## src/rtl/sram_ctrl_pkg.sv

```systemverilog
// Shared definitions for the SRAM access controller: FSM state encoding and
// default geometry of the attached synchronous-read SRAM.
package sram_ctrl_pkg;

  localparam int unsigned DEF_ADDR_WIDTH = 16;
  localparam int unsigned DEF_DATA_WIDTH = 16;
  localparam int unsigned DEF_DATA_DEPTH = 4096;

  typedef enum logic [2:0] {
    ST_IDLE  = 3'd0,
    ST_WRITE = 3'd1,
    ST_ISSUE = 3'd2,
    ST_WAIT  = 3'd3,
    ST_RESP  = 3'd4
  } state_e;

endpackage

```

## src/rtl/sram_access_ctrl.sv

```systemverilog
// Single-outstanding initiator for a synchronous-read SRAM: one request port,
// one read-response port, and range screening so the SRAM is never over-indexed.
module sram_access_ctrl
  import sram_ctrl_pkg::*;
#(
  parameter int unsigned ADDR_WIDTH = DEF_ADDR_WIDTH,
  parameter int unsigned DATA_WIDTH = DEF_DATA_WIDTH,
  parameter int unsigned DATA_DEPTH = DEF_DATA_DEPTH
) (
  input  logic                  clk,
  input  logic                  rst,
  input  logic                  req_valid,
  output logic                  req_ready,
  input  logic                  req_we,
  input  logic [ADDR_WIDTH-1:0] req_addr,
  input  logic [DATA_WIDTH-1:0] req_wdata,
  output logic                  rsp_valid,
  input  logic                  rsp_ready,
  output logic [DATA_WIDTH-1:0] rsp_rdata,
  output logic                  rsp_err,
  output logic                  oob_err,
  output logic                  mem_we_n,
  output logic [ADDR_WIDTH-1:0] mem_addr,
  output logic [DATA_WIDTH-1:0] mem_wdata,
  input  logic [DATA_WIDTH-1:0] mem_rdata
);

  // One extra bit so a depth of 2^ADDR_WIDTH compares without wrapping to 0.
  localparam logic [ADDR_WIDTH:0] DEPTH_EXT = (ADDR_WIDTH + 1)'(DATA_DEPTH);

  state_e                state_q, state_d;
  logic                  mem_we_n_q, mem_we_n_d;
  logic [ADDR_WIDTH-1:0] mem_addr_q, mem_addr_d;
  logic [DATA_WIDTH-1:0] mem_wdata_q, mem_wdata_d;
  logic                  rsp_valid_q, rsp_valid_d;
  logic [DATA_WIDTH-1:0] rsp_rdata_q, rsp_rdata_d;
  logic                  rsp_err_q, rsp_err_d;
  logic                  oob_err_q, oob_err_d;
  logic                  rd_oob_q, rd_oob_d;
  logic                  req_oob;

  assign req_oob = ({1'b0, req_addr} >= DEPTH_EXT);

  always_comb begin
    state_d     = state_q;
    mem_we_n_d  = mem_we_n_q;
    mem_addr_d  = mem_addr_q;
    mem_wdata_d = mem_wdata_q;
    rsp_valid_d = rsp_valid_q;
    rsp_rdata_d = rsp_rdata_q;
    rsp_err_d   = rsp_err_q;
    oob_err_d   = oob_err_q;
    rd_oob_d    = rd_oob_q;

    case (state_q)
      ST_IDLE: begin
        if (req_valid) begin
          if (req_oob) begin
            oob_err_d = 1'b1;
          end
          if (req_we) begin
            // Out-of-range writes are consumed silently: no SRAM cycle at all.
            if (!req_oob) begin
              mem_addr_d  = req_addr;
              mem_wdata_d = req_wdata;
              mem_we_n_d  = 1'b0;
              state_d     = ST_WRITE;
            end
          end else begin
            mem_addr_d = req_oob ? '0 : req_addr;
            rd_oob_d   = req_oob;
            state_d    = ST_ISSUE;
          end
        end
      end
      ST_WRITE: begin
        mem_we_n_d = 1'b1;
        state_d    = ST_IDLE;
      end
      ST_ISSUE: begin
        state_d = ST_WAIT;
      end
      ST_WAIT: begin
        rsp_rdata_d = rd_oob_q ? '0 : mem_rdata;
        rsp_err_d   = rd_oob_q;
        rsp_valid_d = 1'b1;
        state_d     = ST_RESP;
      end
      ST_RESP: begin
        if (rsp_ready) begin
          rsp_valid_d = 1'b0;
          state_d     = ST_IDLE;
        end
      end
      default: begin
        mem_we_n_d  = 1'b1;
        rsp_valid_d = 1'b0;
        state_d     = ST_IDLE;
      end
    endcase
  end

  always_ff @(posedge clk or posedge rst) begin
    if (rst) begin
      state_q     <= ST_IDLE;
      mem_we_n_q  <= 1'b1;
      mem_addr_q  <= '0;
      mem_wdata_q <= '0;
      rsp_valid_q <= 1'b0;
      rsp_rdata_q <= '0;
      rsp_err_q   <= 1'b0;
      oob_err_q   <= 1'b0;
      rd_oob_q    <= 1'b0;
    end else begin
      state_q     <= state_d;
      mem_we_n_q  <= mem_we_n_d;
      mem_addr_q  <= mem_addr_d;
      mem_wdata_q <= mem_wdata_d;
      rsp_valid_q <= rsp_valid_d;
      rsp_rdata_q <= rsp_rdata_d;
      rsp_err_q   <= rsp_err_d;
      oob_err_q   <= oob_err_d;
      rd_oob_q    <= rd_oob_d;
    end
  end

  assign req_ready = (state_q == ST_IDLE);
  assign rsp_valid = rsp_valid_q;
  assign rsp_rdata = rsp_rdata_q;
  assign rsp_err   = rsp_err_q;
  assign oob_err   = oob_err_q;
  assign mem_we_n  = mem_we_n_q;
  assign mem_addr  = mem_addr_q;
  assign mem_wdata = mem_wdata_q;

endmodule

```

## config.mk

```make
export PLATFORM = sky130hd
export DESIGN_NAME = sram_access_ctrl
export DESIGN_NICKNAME = d
export VERILOG_FILES = /design/src/rtl/sram_ctrl_pkg.sv /design/src/rtl/sram_access_ctrl.sv
export SDC_FILE = /design/constraint.sdc
export NUM_CORES = 1
export LEC_CHECK = 0
export CORE_ASPECT_RATIO = 2
export CORE_UTILIZATION = 40
export DETAILED_ROUTE_END_ITERATION = 10
export PLACE_DENSITY_LB_ADDON = 0.3
export SYNTH_ARGS = -nofsm -noshare
export SYNTH_HDL_FRONTEND = slang
export SYNTH_SLANG_ARGS = --single-unit
```

## constraint.sdc

```tcl
create_clock -name clk -period 2.47 [get_ports clk]
set_input_delay 0.6175 -clock clk [delete_from_list [all_inputs] [get_ports clk]]
set_output_delay 0.6175 -clock clk [all_outputs]
set_load 0.01 [all_outputs]
```

[Yosys cells after proc, flatten, opt, wreduce, memory -nomap -nowiden]
Cells that the tools add are included.
Word-level totals
  register bits after elaboration: 56
  output and inout bits: 53
  logic and storage cells: 49
  input port bits: 53
Cells by class
  magnitude comparators: 1
  multiplexer cells: 15
  reductions and logical operators: 10
  equality and inequality tests: 10
  bitwise logic cells: 4
Operators with widths (count)
  $mux 16: 4
  $ge 16x13->1 const B: 1
  $mux 3: 4
  $pmux 3 s4: 1
  $reduce_and 3->1: 4
  $ne 2x2->1 const B: 4
  $reduce_and 4->1: 2
  $eq 3x2->1 const B: 2
  $reduce_or 3->1: 2
  $mux 1: 4
  $not 1->1: 4
  $eq 3x1->1 const B: 1
  $eq 3x3->1 const B: 1
  $logic_not 3->1: 1
  $ne 3x3->1 const B: 1
  $pmux 1 s3: 1
  $ne 2x1->1 const B: 1
  $pmux 1 s2: 1
  $reduce_and 2->1: 1

[Longest topological paths before layout]
  depth after elaboration: 5
  mapped depth: 5
  mapped depth without buffers: 3

[Worst setup path before layout]
OpenSTA, ideal clock, no wires.
  kind: input port to flip-flop
  start point: in req_addr[15]
  end point: reg mem_wdata_q[0], in the netlist mem_wdata[0]
  setup slack: 0.739 ns
  stages on the path: 4
  setup time: 0.125 ns
  data required time: 2.345 ns
  buffers on the path: 1
  arrival: 1.607 ns
  cells stage by stage: nor4_4 -> nand3_4 -> buf_6 -> mux2_2
Between the ends
  word-level cells in the longest chain between the ends: 3
RTL lines
  start, declared: RTL line sram_access_ctrl.sv:15  | input logic [ADDR_WIDTH-1:0] req_addr,
  $ge 16x13->1: RTL line sram_access_ctrl.sv:42  | assign req_oob = ({1'b0, req_addr} >= DEPTH_EXT);
  $not 1->1 (no line)
  $reduce_and 4->1 (no line)
  end signal, assigned: RTL line sram_access_ctrl.sv:118  | mem_wdata_q <= mem_wdata_d;
  end, declared: RTL line sram_access_ctrl.sv:34  | logic [DATA_WIDTH-1:0] mem_wdata_q, mem_wdata_d;
Every way passes these cells.
A chain may end at the register's enable or synchronous reset.

[Worst setup path in the final report]
  start point: reg state_q[2]
  end point: out req_ready
Between the ends
  word-level cells in the longest chain between the ends: 1
RTL lines
  start, declared: RTL line sram_access_ctrl.sv:31  | state_e state_q, state_d;
  start signal, assigned: RTL line sram_access_ctrl.sv:115  | state_q <= state_d;
  $logic_not 3->1: RTL line sram_access_ctrl.sv:127  | assign req_ready = (state_q == ST_IDLE);
  end, declared: RTL line sram_access_ctrl.sv:13  | output logic req_ready,
Every way passes these cells.

==> results.cfg <==
[cts]
hold_buffers = 0
cts.repair.resized = 0
cts_setup_buffers = 0
htreeDepth = 2
cts_buffers = 5
worstSkewPairLatency_ns = 0.30
root_buffer = clkbuf_8
clk_pin_slew_ns = 0.09
cts_tree = yes
clock_path_buffers = 2
cts.sinks = 56

[sta]
timing.hold.ws_ns = 0.487
setup_viol = 0
finalSetupTns_ns = 0
skew_ns = 0.00415
finalHoldViolCount = 0
worstMarginPinSlew_ns = 0.513
slew_headroom_pct = 65.8
drv_slew = 0
clock.fmax_ghz = 0.441
finalCritPeriodShare_pct = 91.9
finalCriticalPeriod_ns = 2.27
rsz0062_at_grt = no

[placement]
io_buffers = 105
post-dp-hpwl_microns = 3820
gp_congestion = 0.728

[synth]
async_flop_share_pct = 100
yosys.area.top_type_share_pct = 62.7
synth.distinct_cells = 23
yosysTopAreaCell = dfrtp_1
syn_nets = 225
netlist_instances = 172
yosysWarnings = 0
syn_area_per_cell_sq_um = 12.8
netlist_area_sq_um = 2200
synth-edff-count = 0
synth_seq_cells = 56
synth_commonest_cells = 55 x dfrtp_1, 20 x nand2_1, 17 x mux2_2, 17 x o21ai_0, 16 x nand2b_1
yosysSeqAreaShare_pct = 63.9
synth.area.top_cells = dfrtp_1 63%, mux2_2 8.7%, a22o_1 4.8%
ys.flop_type = dfrtp_1
yosysMostFrequentCell = dfrtp_1

[critical_path]
crit_start = state_q[2]
crit_arrival_ns = 1.65
critPathRequiredTime_ns = 1.85
crit_path_end_kind = output port
crit_type = register to output port
startpoint_type = register
rr_worst_depth = 3
worstReg2RegStart = state_q[2]
cp_max_fo = 7

[floorplan]
die-area_sq_um = 5810
fp.dieW_microns = 54.4
ios = 106
std_cell_rows = 37
initial_core_util_pct = 42.0
core_sq_um = 5230
dieHeight_microns = 107

[drt]
routed_wirelength_microns = 5000
drt-vias-per-instance = 4.98
first_pass_iters = 4
ant_nets = 0
drt_first_iter_violations = 26
wl_per_cell_microns = 14.7
vias = 1694
drc = 0

[global_route]
antenna_found_initial = 0
grt_pass1_wl_microns = 7890
grt_pass1_vias = 1715
grt_max_degree = 27
grt-ovfl-total = 0
track_usage_pct = 18.7

[flow_run]
maxCapViolations = 0

[power_and_ir_drop]
power.density_nw_per_um2 = 866
p_leak_nw = 1.48
peakVddDrop_v = 0.000680

[final_layout]
area_delta_synth_final_pct = 55.0
drive_gt1_share_pct = 12.8
final_net_count = 334
diodes = 0

[run_status]
status = completed

[worst_hold_path]
holdPathStages = 1
hold_path.class = register to register
worstHoldStart = oob_err
==> state kept, by name, indices dropped and copies added (netlist names) <==
register   flops
state_q        3
mem_wdata     16
oob_err        1
rsp_err        1
mem_we_n       1
rsp_valid      1
rsp_rdata     16
rd_oob_q       1
mem_addr      16
==> path summary, 6_finish.rpt <==
path                            endpoint  slack [ns]
max in group asynchronous       mem_we_n        1.21
min reg2reg                      oob_err        0.49
min                              oob_err        0.49
max reg2reg                mem_wdata[15]        0.79
max                            req_ready        0.20
min in group asynchronous   mem_addr[11]        0.66
==> layout by cell type, fill, tap and decap left out, drive strengths merged <==
cell type / synthesis / layout
nand2: 20 / 20
dfrtp: 55 / 55
o21ai: 18 / 18
clkdlybuf4s50: 0 / 105
and2: 5 / 5
nor3: 4 / 4
nand3: 1 / 1
mux2: 17 / 17
o21bai: 1 / 1
nor4b: 1 / 1
a22o: 12 / 12
clkinv: 0 / 2
nand3b: 1 / 1
nand2b: 16 / 16
o21a: 1 / 1
nor2: 1 / 1
dfstp: 1 / 1
a31oi: 2 / 2
nor4: 1 / 1
a21oi: 3 / 3
inv: 3 / 3
buf: 5 / 6
clkbuf: 4 / 6
==> logic make-up after synthesis <==
| family | synth area share, % |
|---|---|
| AOI/OAI and AO/OA | 10.8 |
| buffers and inverters | 2.91 |
| DFF | 63.9 |
| muxes | 8.72 |
| and+or+nand+nor | 13.7 |
==> metrics by stage <==
stage / power (mW) / cell area, sq um / cells / utilization [%] / setup slack [ns]
floorplan: 1.83 / 2200 / 172 / - / 0.483
global placement: 2.44 / 3310 / 332 / 63.3 / 0.186
detailed placement: 2.48 / 3310 / 332 / 63.3 / 0.160
global route: 3.13 / 3400 / 340 / 65.1 / 0.155
finish: 2.95 / 3400 / 340 / 65.1 / 0.200
CTS: 3.00 / 3400 / 340 / 65.1 / 0.203
==> critical path, stage by stage (launching register included) <==
cell and delay, ns:
dfrtp_1 0.49, nor3_1 0.28, clkdlybuf4s50_1 0.59
==> power by group <==
| part | internal (mW) | leakage [nW] | switching (mW) | total, mW |
|---|---|---|---|---|
| sequential | 1.16 | 0.741 | 0.187 | 1.35 |
| combinational | 0.672 | 0.692 | 0.423 | 1.09 |
| clock | 0.224 | 0.0510 | 0.280 | 0.504 |
==> metal layers <==
layer | share of wire [%] | routed length (microns) | vias up | track usage, %
li1 | - | - | 806 | -
met3 | 6.3 | 314 | 5 | 4.54
met5 | 0 | 0 | - | 0
met2 | 55 | 2740 | 75 | 32.9
met4 | 1.2 | 59 | 0 | 4.95
met1 | 38 | 1890 | 808 | 21.5
==> area by class of cell <==
cell class,instances,area (sq um)
inverter,3,11.3
clock inverter,2,10.0
multi-input combinational,104,729
sequential,56,1400
tap,58,72.6
fill,419,1830
clock buffer,6,82.6
timing repair buffer,111,1100
No activity file was read; power rests on OpenSTA's default activity.
